[src/rtl/mem_arbiter.sv]
// Arbitrates the byte-serial memory controller between instruction fetch and the load/store
// buffer: one transaction in flight, IO-store gating, fetch anti-starvation, flush discard.
module mem_arbiter #(
  parameter int unsigned STARVE_LIMIT = 4,
  parameter logic [31:0] IO_BASE      = 32'h0003_0000
) (
  input  logic        clk_in,
  input  logic        rst_in,
  input  logic        rdy_in,
  input  logic        flush_in,
  input  logic        if_req_in,
  input  logic [31:0] if_addr_in,
  output logic        if_ready_out,
  output logic [31:0] if_ins_out,
  input  logic        ls_req_in,
  input  logic [31:0] ls_addr_in,
  input  logic [31:0] ls_data_in,
  input  logic [3:0]  ls_op_in,
  output logic        ls_ready_out,
  output logic [31:0] ls_val_out,
  input  logic        io_buffer_full,
  output logic        mc_req_out,
  output logic [31:0] mc_addr_out,
  output logic [31:0] mc_data_out,
  output logic [3:0]  mc_op_out,
  input  logic        mc_done_in,
  input  logic [31:0] mc_rdata_in,
  output logic        busy_out
);

  localparam logic [3:0] StarveLim = 4'(STARVE_LIMIT);
  localparam logic [3:0] OpFetch   = 4'b0010;

  typedef enum logic [1:0] {StIdle, StIssue, StWait, StResp} state_e;

  state_e      state_q;
  logic        owner_ls_q;
  logic        is_store_q;
  logic        discard_q;
  logic [3:0]  streak_q;
  logic [3:0]  streak_d;
  logic        mc_req_q;
  logic [31:0] mc_addr_q;
  logic [31:0] mc_data_q;
  logic [3:0]  mc_op_q;
  logic [31:0] if_ins_q;
  logic [31:0] ls_val_q;

  logic io_blocked;
  logic ls_ok;
  logic if_ok;
  logic grant_if;
  logic grant_ls;
  logic kill;
  logic resp_ok;

  always_comb begin
    // Stores survive a flush; fetches and loads presented during a flush are dropped.
    io_blocked = ls_op_in[3] && (ls_addr_in >= IO_BASE) && io_buffer_full;
    ls_ok      = ls_req_in && !io_blocked && (ls_op_in[3] || !flush_in);
    if_ok      = if_req_in && !flush_in;
    grant_if   = (state_q == StIdle) && if_ok && (!ls_ok || (streak_q == StarveLim));
    grant_ls   = (state_q == StIdle) && ls_ok && !grant_if;
    kill       = flush_in && !is_store_q;

    streak_d = streak_q;
    if (!if_req_in || grant_if) begin
      streak_d = 4'd0;
    end else if (grant_ls && (streak_q != StarveLim)) begin
      streak_d = streak_q + 4'd1;
    end
  end

  always_ff @(posedge clk_in or negedge rst_in) begin
    if (!rst_in) begin
      state_q    <= StIdle;
      owner_ls_q <= 1'b0;
      is_store_q <= 1'b0;
      discard_q  <= 1'b0;
      streak_q   <= 4'd0;
      mc_req_q   <= 1'b0;
      mc_addr_q  <= 32'd0;
      mc_data_q  <= 32'd0;
      mc_op_q    <= 4'd0;
      if_ins_q   <= 32'd0;
      ls_val_q   <= 32'd0;
    end else if (rdy_in) begin
      streak_q <= streak_d;
      unique case (state_q)
        StIdle: begin
          if (grant_if) begin
            owner_ls_q <= 1'b0;
            is_store_q <= 1'b0;
            discard_q  <= 1'b0;
            mc_req_q   <= 1'b1;
            mc_addr_q  <= if_addr_in;
            mc_data_q  <= 32'd0;
            mc_op_q    <= OpFetch;
            state_q    <= StIssue;
          end else if (grant_ls) begin
            owner_ls_q <= 1'b1;
            is_store_q <= ls_op_in[3];
            discard_q  <= 1'b0;
            mc_req_q   <= 1'b1;
            mc_addr_q  <= ls_addr_in;
            mc_data_q  <= ls_data_in;
            mc_op_q    <= ls_op_in;
            state_q    <= StIssue;
          end
        end
        StIssue: begin
          mc_req_q <= 1'b0;
          if (kill) discard_q <= 1'b1;
          state_q <= StWait;
        end
        StWait: begin
          if (mc_done_in) begin
            if (discard_q || kill) begin
              state_q <= StIdle;
            end else begin
              if (owner_ls_q) ls_val_q <= mc_rdata_in;
              else            if_ins_q <= mc_rdata_in;
              state_q <= StResp;
            end
          end else if (kill) begin
            discard_q <= 1'b1;
          end
        end
        StResp: begin
          state_q <= StIdle;
        end
      endcase
    end
  end

  // Ready is qualified in RESP so a flush arriving there can still suppress it.
  assign resp_ok      = rdy_in && (state_q == StResp) && !kill;
  assign if_ready_out = resp_ok && !owner_ls_q;
  assign ls_ready_out = resp_ok && owner_ls_q;
  assign if_ins_out   = if_ins_q;
  assign ls_val_out   = ls_val_q;
  assign mc_req_out   = mc_req_q;
  assign mc_addr_out  = mc_addr_q;
  assign mc_data_out  = mc_data_q;
  assign mc_op_out    = mc_op_q;
  assign busy_out     = (state_q != StIdle);

endmodule

[config.mk]
export PLATFORM = sky130hd
export DESIGN_NAME = mem_arbiter
export DESIGN_NICKNAME = d
export VERILOG_FILES = /design/src/rtl/mem_arbiter.sv
export SDC_FILE = /design/constraint.sdc
export NUM_CORES = 1
export LEC_CHECK = 0
export ABC_AREA = 1
export CORE_MARGIN = 4
export CORE_UTILIZATION = 38
export DETAILED_ROUTE_END_ITERATION = 10
export PLACE_DENSITY = 0.77
export SLEW_MARGIN = 20
export SYNTH_ARGS = -nofsm -noshare
export SYNTH_HDL_FRONTEND = slang
export SYNTH_SLANG_ARGS = --single-unit
[constraint.sdc]
create_clock -name clk_in -period 1.6 [get_ports clk_in]
set_input_delay 0.24 -clock clk_in [delete_from_list [all_inputs] [get_ports clk_in]]
set_output_delay 0.24 -clock clk_in [all_outputs]
set_load 0.02 [all_outputs]
==> summary.md, run 1 <==
| Metric | Value |
|---|---|
| Top post-synthesis cells by count | nand2_1 (297), dfrtp_1 (141), mux2_2 (60), nand3_1 (38), nor2_1 (19) |
| Die Wd | 135.4 µm |
| Post-Layout Inst Area | 10,420 µm² |
| Syn nets | 788 |
| Hold Path Class | in -> reg |
| Avg Vias per Cell | 4.695 |
| Share of synthesized registers carrying an async set or reset | 1.000 |
| Die height | 135.4 µm |
| Final setup viols | 108 |
| Syn Inst Count | 642 |
| DP HPWL | 13.62 mm |
| Share of layout cells above drive strength 1 | 0.2014 |
| Htree depth | 4 |
| Starting Density | 0.3884 |
| Distinct cells, synth | 29 |
| Max-slew headroom | 0.6768 |
| LEAKAGE | 5.556 nW |
| Fin crit period | 1.723 ns |
| Synth Cell Area | 6170 µm² |
| Maximum vdd drop | 0.9397 mV |
| Worst endpoint data arrival time | 2.02 ns |
| Failing checks | negative setup slack |
| YS warnings | 0 |
| Routed wire length | 20.13 mm |
| FILL cells | 1,281 |
| Number of global-route vias before repair | 5,478 |
| Status | complete, but fails checks |
| FMAX | 580.5 MHz |
| CP required | 1.90 ns |
| Overflow after GRT | 0 |
| Pre-CTS setup slack | -0.4482 ns |
| Largest net degree at the start of global routing | 63 |
| Core box area | 15,890 µm² |
| Synthesis-stage register bit count | 141 |
| Worst-Margin Slew | 0.4848 ns |
| Startpoint Class | flip-flop |
| Residual DRC | 0 |
| # IOs | 276 |
| Routability cong. | 0.8344 |
| TritonCTS Sinks | 141 |
| TNS Setup | -4.711 ns |
| Diode count | 0 |
| Yosys top cell area share | 0.5719 |
| Die area | 18,340 µm² |
| Max cap viols | 0 |
| Max clock buf depth | 2 |
| Met2 routed WL | 10.20 mm |
| Setup Skew | 0.007057 ns |
| TritonCTS clock tree | built |
| Final period utilization | 1.077 |
| WS Path Type | reg -> reg |
| Final ANT Viol Nets | 0 |
| DRT iter0 DRCs | 226 |
| Worst-path clk slew | 0.06 ns |
| Std-Cell Rows | 46 |
| Number of enable flip-flop cells after synthesis | 0 |
| Later-pin clock latency in the skew report | 0.42 ns |
| Final design utilization | 0.6560 |
| Syn Area/Cell | 9.610 µm² |
| Crit. End Element | flip-flop |
| Slew Limit Fails | 0 |
| Num CTS Buffers | 17 |
| DR vias | 5,606 |
| Seq/Total Area, Yosys | 0.5719 |
| Nets | 1,111 |
| Post-Place Cell Area | 9390 µm² |
| Top-count cell post-synth | nand2_1 |
| DR WL/cell | 16.86 µm |
| Synth area leaders | dfrtp_1 (57%), nand2_1 (18%), mux2_2 (11%), nand3_1 (3.1%), buf_4 (1.2%) |
| Tot GR Track Use | 0.1978 |
| DR top layer | met4 |
| Port buffer count | 275 |
| Clk Tree Root Cell | clkbuf_16 |
| Drt pass-1 iters | 4 |
| Unrepaired setup endpoints after global routing | yes |
| Final hold vios | 0 |
| WL met1 | 7.837 mm |
| Crit Path Max Fanout | 16 |
| Yosys top cell by area | dfrtp_1 |
| Number of antenna violations at the first check in global routing | 0 |
| Syn-to-layout area delta | 68.89% |
| Cell Pwr Density | 1726 nW/µm² |
| Global-route wire length before repair | 28.11 mm |
| Top_reg_cell synth | dfrtp_1 |
| Setup ws final | -0.1226 ns |
| Met3 routed WL | 1.781 mm |
[repair_timing]
action | in CTS | in global routing
resized for setup | 157 | 97
hold endpoints to repair | 141 | 0
pin swaps | 2 | 23
buffers inserted | 1 | 13
gates cloned | 1 | 7
setup endpoints to repair | 276 | 145
hold buffers | 1 | 0
[area by class of cell]
class | count | area (µm²) | area share
inverter | 22 | 90.09 | 0.008646
multi-input combinational | 449 | 2649 | 0.2542
timing repair buffer | 334 | 3308 | 0.3175
tap | 216 | 270.3 | 0.02594
sequential | 141 | 3528 | 0.3386
clock buffer | 17 | 425.4 | 0.04083
clock inverter | 15 | 148.9 | 0.01429
[path summary, 6_finish.rpt]
check | start | to | slack [ns] | cells after the start
setup / recovery | is_store_q$_DFFE_PN0P_ | ls_val_out[18]$_DFFE_PN0P_ | -0.12 | 7
hold / removal | ls_addr_in[22] | mc_addr_out[22]$_DFFE_PN0P_ | 0.16 | 5
setup reg to reg | is_store_q$_DFFE_PN0P_ | ls_val_out[18]$_DFFE_PN0P_ | -0.12 | 7
hold reg to reg | mc_addr_out[28]$_DFFE_PN0P_ | mc_addr_out[28]$_DFFE_PN0P_ | 0.47 | 2
max in group asynchronous | rst_in | mc_data_out[15]$_DFFE_PN0P_ | 0.77 | 3
min in group asynchronous | rst_in | ls_val_out[7]$_DFFE_PN0P_ | 0.18 | 2
[registers in the layout (all words and copies together) (netlist names)]
register,flops
mc_req_out,1
is_store_q,1
discard_q,1
mc_data_out,32
mc_addr_out,32
if_ins_out,32
mc_op_out,3
ls_val_out,32
state_q,2
streak_q,4
owner_ls_q,1
[critical path: stages, from the launching register on]
cell and delay [ns]:
dfrtp_1 0.41, nor2_1 0.08, nor2_2 0.16, nand2_4 0.10, nor3_4 0.16, buf_12 0.14
clkbuf_16 0.20, mux2_2 0.35
[power breakdown]
group	internal (mW)	switching, mW	total [mW]
clock network	2.19	1.66	3.85
logic	3.61	4.50	8.10
registers	5.14	0.887	6.03
total	10.9	7.04	18.0
[per-layer routing]
metal | GRT usage | up-vias
met5 | 0 | -
met4 | 0.06887 | 0
met3 | 0.07207 | 25
met2 | 0.3393 | 229
met1 | 0.2287 | 2661
li1 | - | 2691
[through the flow]
step,hold slack [ns],instances,power (mW)
after floorplan,-0.05559,642,10.03
after detailed placement,0.03435,1141,14.56
after global placement,0.03636,1141,14.36
after global routing,0.1710,1194,19.00
final,0.1590,1194,17.98
after CTS,0.1593,1176,17.45
[logic make-up after synthesis]
family,count (synthesis),share of synthesized area
AND/OR/NAND/NOR,369,0.2466
XOR/XNOR,1,0.001420
buffers and inverters,52,0.04259
multiplexers,64,0.1168
flip-flops,141,0.5719
adder cells (fa/ha/maj),6,0.01217
AO/OA/AOI/OAI,9,0.008517
[placed cells by master (no fill, tap or decap), drive strengths merged]
cell type      count
o21a               1
o21ai              3
dlygate4sd2      132
o21bai             1
bufinv             1
clkinv             4
clkbuf            23
nand3             40
nand4              5
ha                 6
xor2               1
clkdlybuf4s50    129
a21oi              3
buf               56
clkinvlp           1
o211ai             1
mux2              64
dlygate4sd3        1
nand2            300
inv               31
nor2              20
clkdlybuf4s15      1
nor3               4
dfrtp            141
dlymetal6s2s       9
(Power assumes the default switching activity.)
==> run 2: changes to the inputs <==
--- a/config.mk
+++ b/config.mk
@@ -7,9 +7,12 @@
 export LEC_CHECK = 0
 export ABC_AREA = 1
 export CORE_MARGIN = 4
-export CORE_UTILIZATION = 38
+export CORE_UTILIZATION = 39
+export CTS_BUF_LIST = sky130_fd_sc_hd__clkbuf_8
 export DETAILED_ROUTE_END_ITERATION = 10
-export PLACE_DENSITY = 0.77
+export PLACE_DENSITY = 0.79
+export REMOVE_ABC_BUFFERS = 1
+export SETUP_SLACK_MARGIN = 0.02
 export SLEW_MARGIN = 20
 export SYNTH_ARGS = -nofsm -noshare
 export SYNTH_HDL_FRONTEND = slang
==> run 2 against run 1 <==
Compared with the run above:
- the flow still finishes with violations (negative setup slack)
- final area is 5.2% higher
- global-route usage is 0.83 points higher
- combinational power is 9.0% higher
- setup slack worse by 0.045 ns
- critical path type is now reg -> out
- register-to-register slack worse by 0.03 ns
- highest routed layer unchanged
- via count is 4.2% higher
- routed wire length is 8.6% higher
- clock-buffer cell count stayed put
- first-iteration DRC count is 21% higher
- die area is 2.4% lower
- flip-flop and latch count stayed put
==> summary.md, run 2 (synthesis results as in run 1) <==
| Metric | Value |
|---|---|
| Status | complete, but fails checks |
| Failing checks | negative setup slack |
| Final hold vios | 0 |
| Tot GR Track Use | 0.2061 |
| # IOs | 276 |
| Overflow after GRT | 0 |
| Die Wd | 133.8 µm |
| Pre-CTS setup slack | -0.3936 ns |
| Final ANT Viol Nets | 0 |
| TNS Setup | -14.62 ns |
| Share of layout cells above drive strength 1 | 0.2141 |
| Routability cong. | 0.8328 |
| Setup ws final | -0.1673 ns |
| Setup Skew | 0.01670 ns |
| Cell Pwr Density | 1645 nW/µm² |
| Drt pass-1 iters | 5 |
| DP HPWL | 13.42 mm |
| Number of antenna violations at the first check in global routing | 0 |
| Startpoint Class | flip-flop |
| Diode count | 0 |
| Max cap viols | 0 |
| Final setup viols | 138 |
| DR WL/cell | 17.99 µm |
| Starting Density | 0.4014 |
| Routed wire length | 21.86 mm |
| Die height | 133.8 µm |
| Port buffer count | 275 |
| DRT iter0 DRCs | 274 |
| CP required | 1.36 ns |
| Max-slew headroom | 0.6728 |
| Core box area | 15,370 µm² |
| DR vias | 5,844 |
| Crit Path Max Fanout | 3 |
| Global-route wire length before repair | 29.29 mm |
| Nets | 1,138 |
| Slew Limit Fails | 0 |
| Htree depth | 4 |
| Max clock buf depth | 2 |
| LEAKAGE | 5.768 nW |
| R2r setup slk | -0.15 ns |
| Multi-input logic area | 2754 µm² |
| Hold Path Class | in -> async |
| FMAX | 565.8 MHz |
| Commonest non-fill, non-tap cell in the layout | nand2_1 |
| Num CTS Buffers | 17 |
| Maximum vdd drop | 1.102 mV |
| Clk Tree Root Cell | clkbuf_8 |
| Avg Vias per Cell | 4.810 |
| FILL cells | 1,116 |
| Worst-path clk slew | 0.08 ns |
| WS Path Type | reg -> out |
| TritonCTS clock tree | built |
| Final period utilization | 1.105 |
| Unrepaired setup endpoints after global routing | yes |
| Residual DRC | 0 |
| Std-Cell Rows | 45 |
| FF+latch area | 3528 µm² |
| Syn-to-layout area delta | 77.67% |
| TritonCTS Sinks | 141 |
| Largest net degree at the start of global routing | 47 |
| Later-pin clock latency in the skew report | 0.45 ns |
| Number of global-route vias before repair | 5,737 |
| Worst endpoint data arrival time | 1.53 ns |
| Die area | 17,900 µm² |
| Fin crit period | 1.767 ns |
| Crit. End Element | output port |
| Overall Power | 18.03 mW |
| Most frequent cells in the layout | nand2_1 (293), dfrtp_1 (141), clkdlybuf4s50_1 (138), dlygate4sd2_1 (130), mux2_4 (64) |
| Worst-Margin Slew | 0.4908 ns |
==> run 2: cell types whose count changed in the layout (fill, tap and decap cells not counted), moves of 7 or more <==
cell	previous run	this run
mux2_4	34	64
mux2_2	28	0
clkbuf_8	0	17
nand2_1	282	293
buf_12	9	18
clkdlybuf4s50_1	129	138
nand2_2	12	3
clkbuf_16	23	16
dlymetal6s2s_1	9	2
==> run 2: final timing paths <==
check / startpoint / endpoint / cells after the start
setup / recovery: state_q[1]$_DFFE_PN0P_ / if_ready_out / 4
hold / removal: rst_in / ls_val_out[15]$_DFFE_PN0P_ / 2
setup reg to reg: state_q[0]$_DFFE_PN0P_ / if_ins_out[6]$_DFFE_PN0P_ / 7
hold reg to reg: mc_data_out[1]$_DFFE_PN0P_ / mc_data_out[1]$_DFFE_PN0P_ / 2
max in group asynchronous: rst_in / ls_val_out[28]$_DFFE_PN0P_ / 3
min in group clk_in: ls_data_in[11] / mc_data_out[11]$_DFFE_PN0P_ / 3
==> run 2: report_power, final <==
part           internal [mW]  total [mW]  switching (mW)  leakage [nW]
combinational           4.13        8.83            4.70          3.75
clock                   1.70        3.15            1.45         0.212
sequential              5.13        6.06           0.925          1.81
==> run 2: final cells by class <==
| cell class | count | share of cell area |
|---|---|---|
| Clock buffer | 17 | 0.02134 |
| Clock inverter | 14 | 0.01769 |
| Inverter | 22 | 0.009131 |
| Multi-Input combinational cell | 449 | 0.2512 |
| Sequential cell | 141 | 0.3219 |
| Tap cell | 211 | 0.02408 |
| Timing Repair Buffer | 361 | 0.3546 |
==> run 2: routing by layer <==
layer	global-route usage	up-vias	part of all wire
met5	0	-	0
met4	0.07371	0	0.023
met3	0.07802	37	0.086
met2	0.3414	256	0.49
met1	0.2466	2800	0.40
li1	-	2751	-
==> run 2: what timing repair did <==
item / in CTS / in global routing
setup endpoints to repair: 277 / 146
hold buffers: 1 / 0
pin swaps: 2 / 4
resized for setup: 167 / 112
hold endpoints to repair: 40 / 0
buffers inserted: 3 / 12
gates cloned: 2 / 20
==> run 2: critical path, cell delays in order (launching register included) <==
cell and delay [ns]:
dfrtp_1 0.41, ha_1 0.20, o211ai_1 0.15, nor2_1 0.16, buf_4 0.17
==> run 2: per-stage QoR <==
stage	instances	hold slack, ns	utilization	instance area (µm²)
after floorplan	612	-0.05559	-	5989
after global placement	1146	0.2214	0.6208	9543
after detailed placement	1146	0.2177	0.6208	9543
after CTS	1183	0.2892	0.6477	9956
after global routing	1215	0.2964	0.7131	10960
final	1215	0.3039	0.7131	10960
==> run 3: changes to the inputs <==
--- a/config.mk
+++ b/config.mk
@@ -6,6 +6,7 @@
 export NUM_CORES = 1
 export LEC_CHECK = 0
 export ABC_AREA = 1
+export ABC_CLOCK_PERIOD_IN_PS = 1600
 export CORE_MARGIN = 4
 export CORE_UTILIZATION = 39
 export CTS_BUF_LIST = sky130_fd_sc_hd__clkbuf_8
==> results of run 3 <==
Final layout, timing and power as in run 2 (identical DEF).
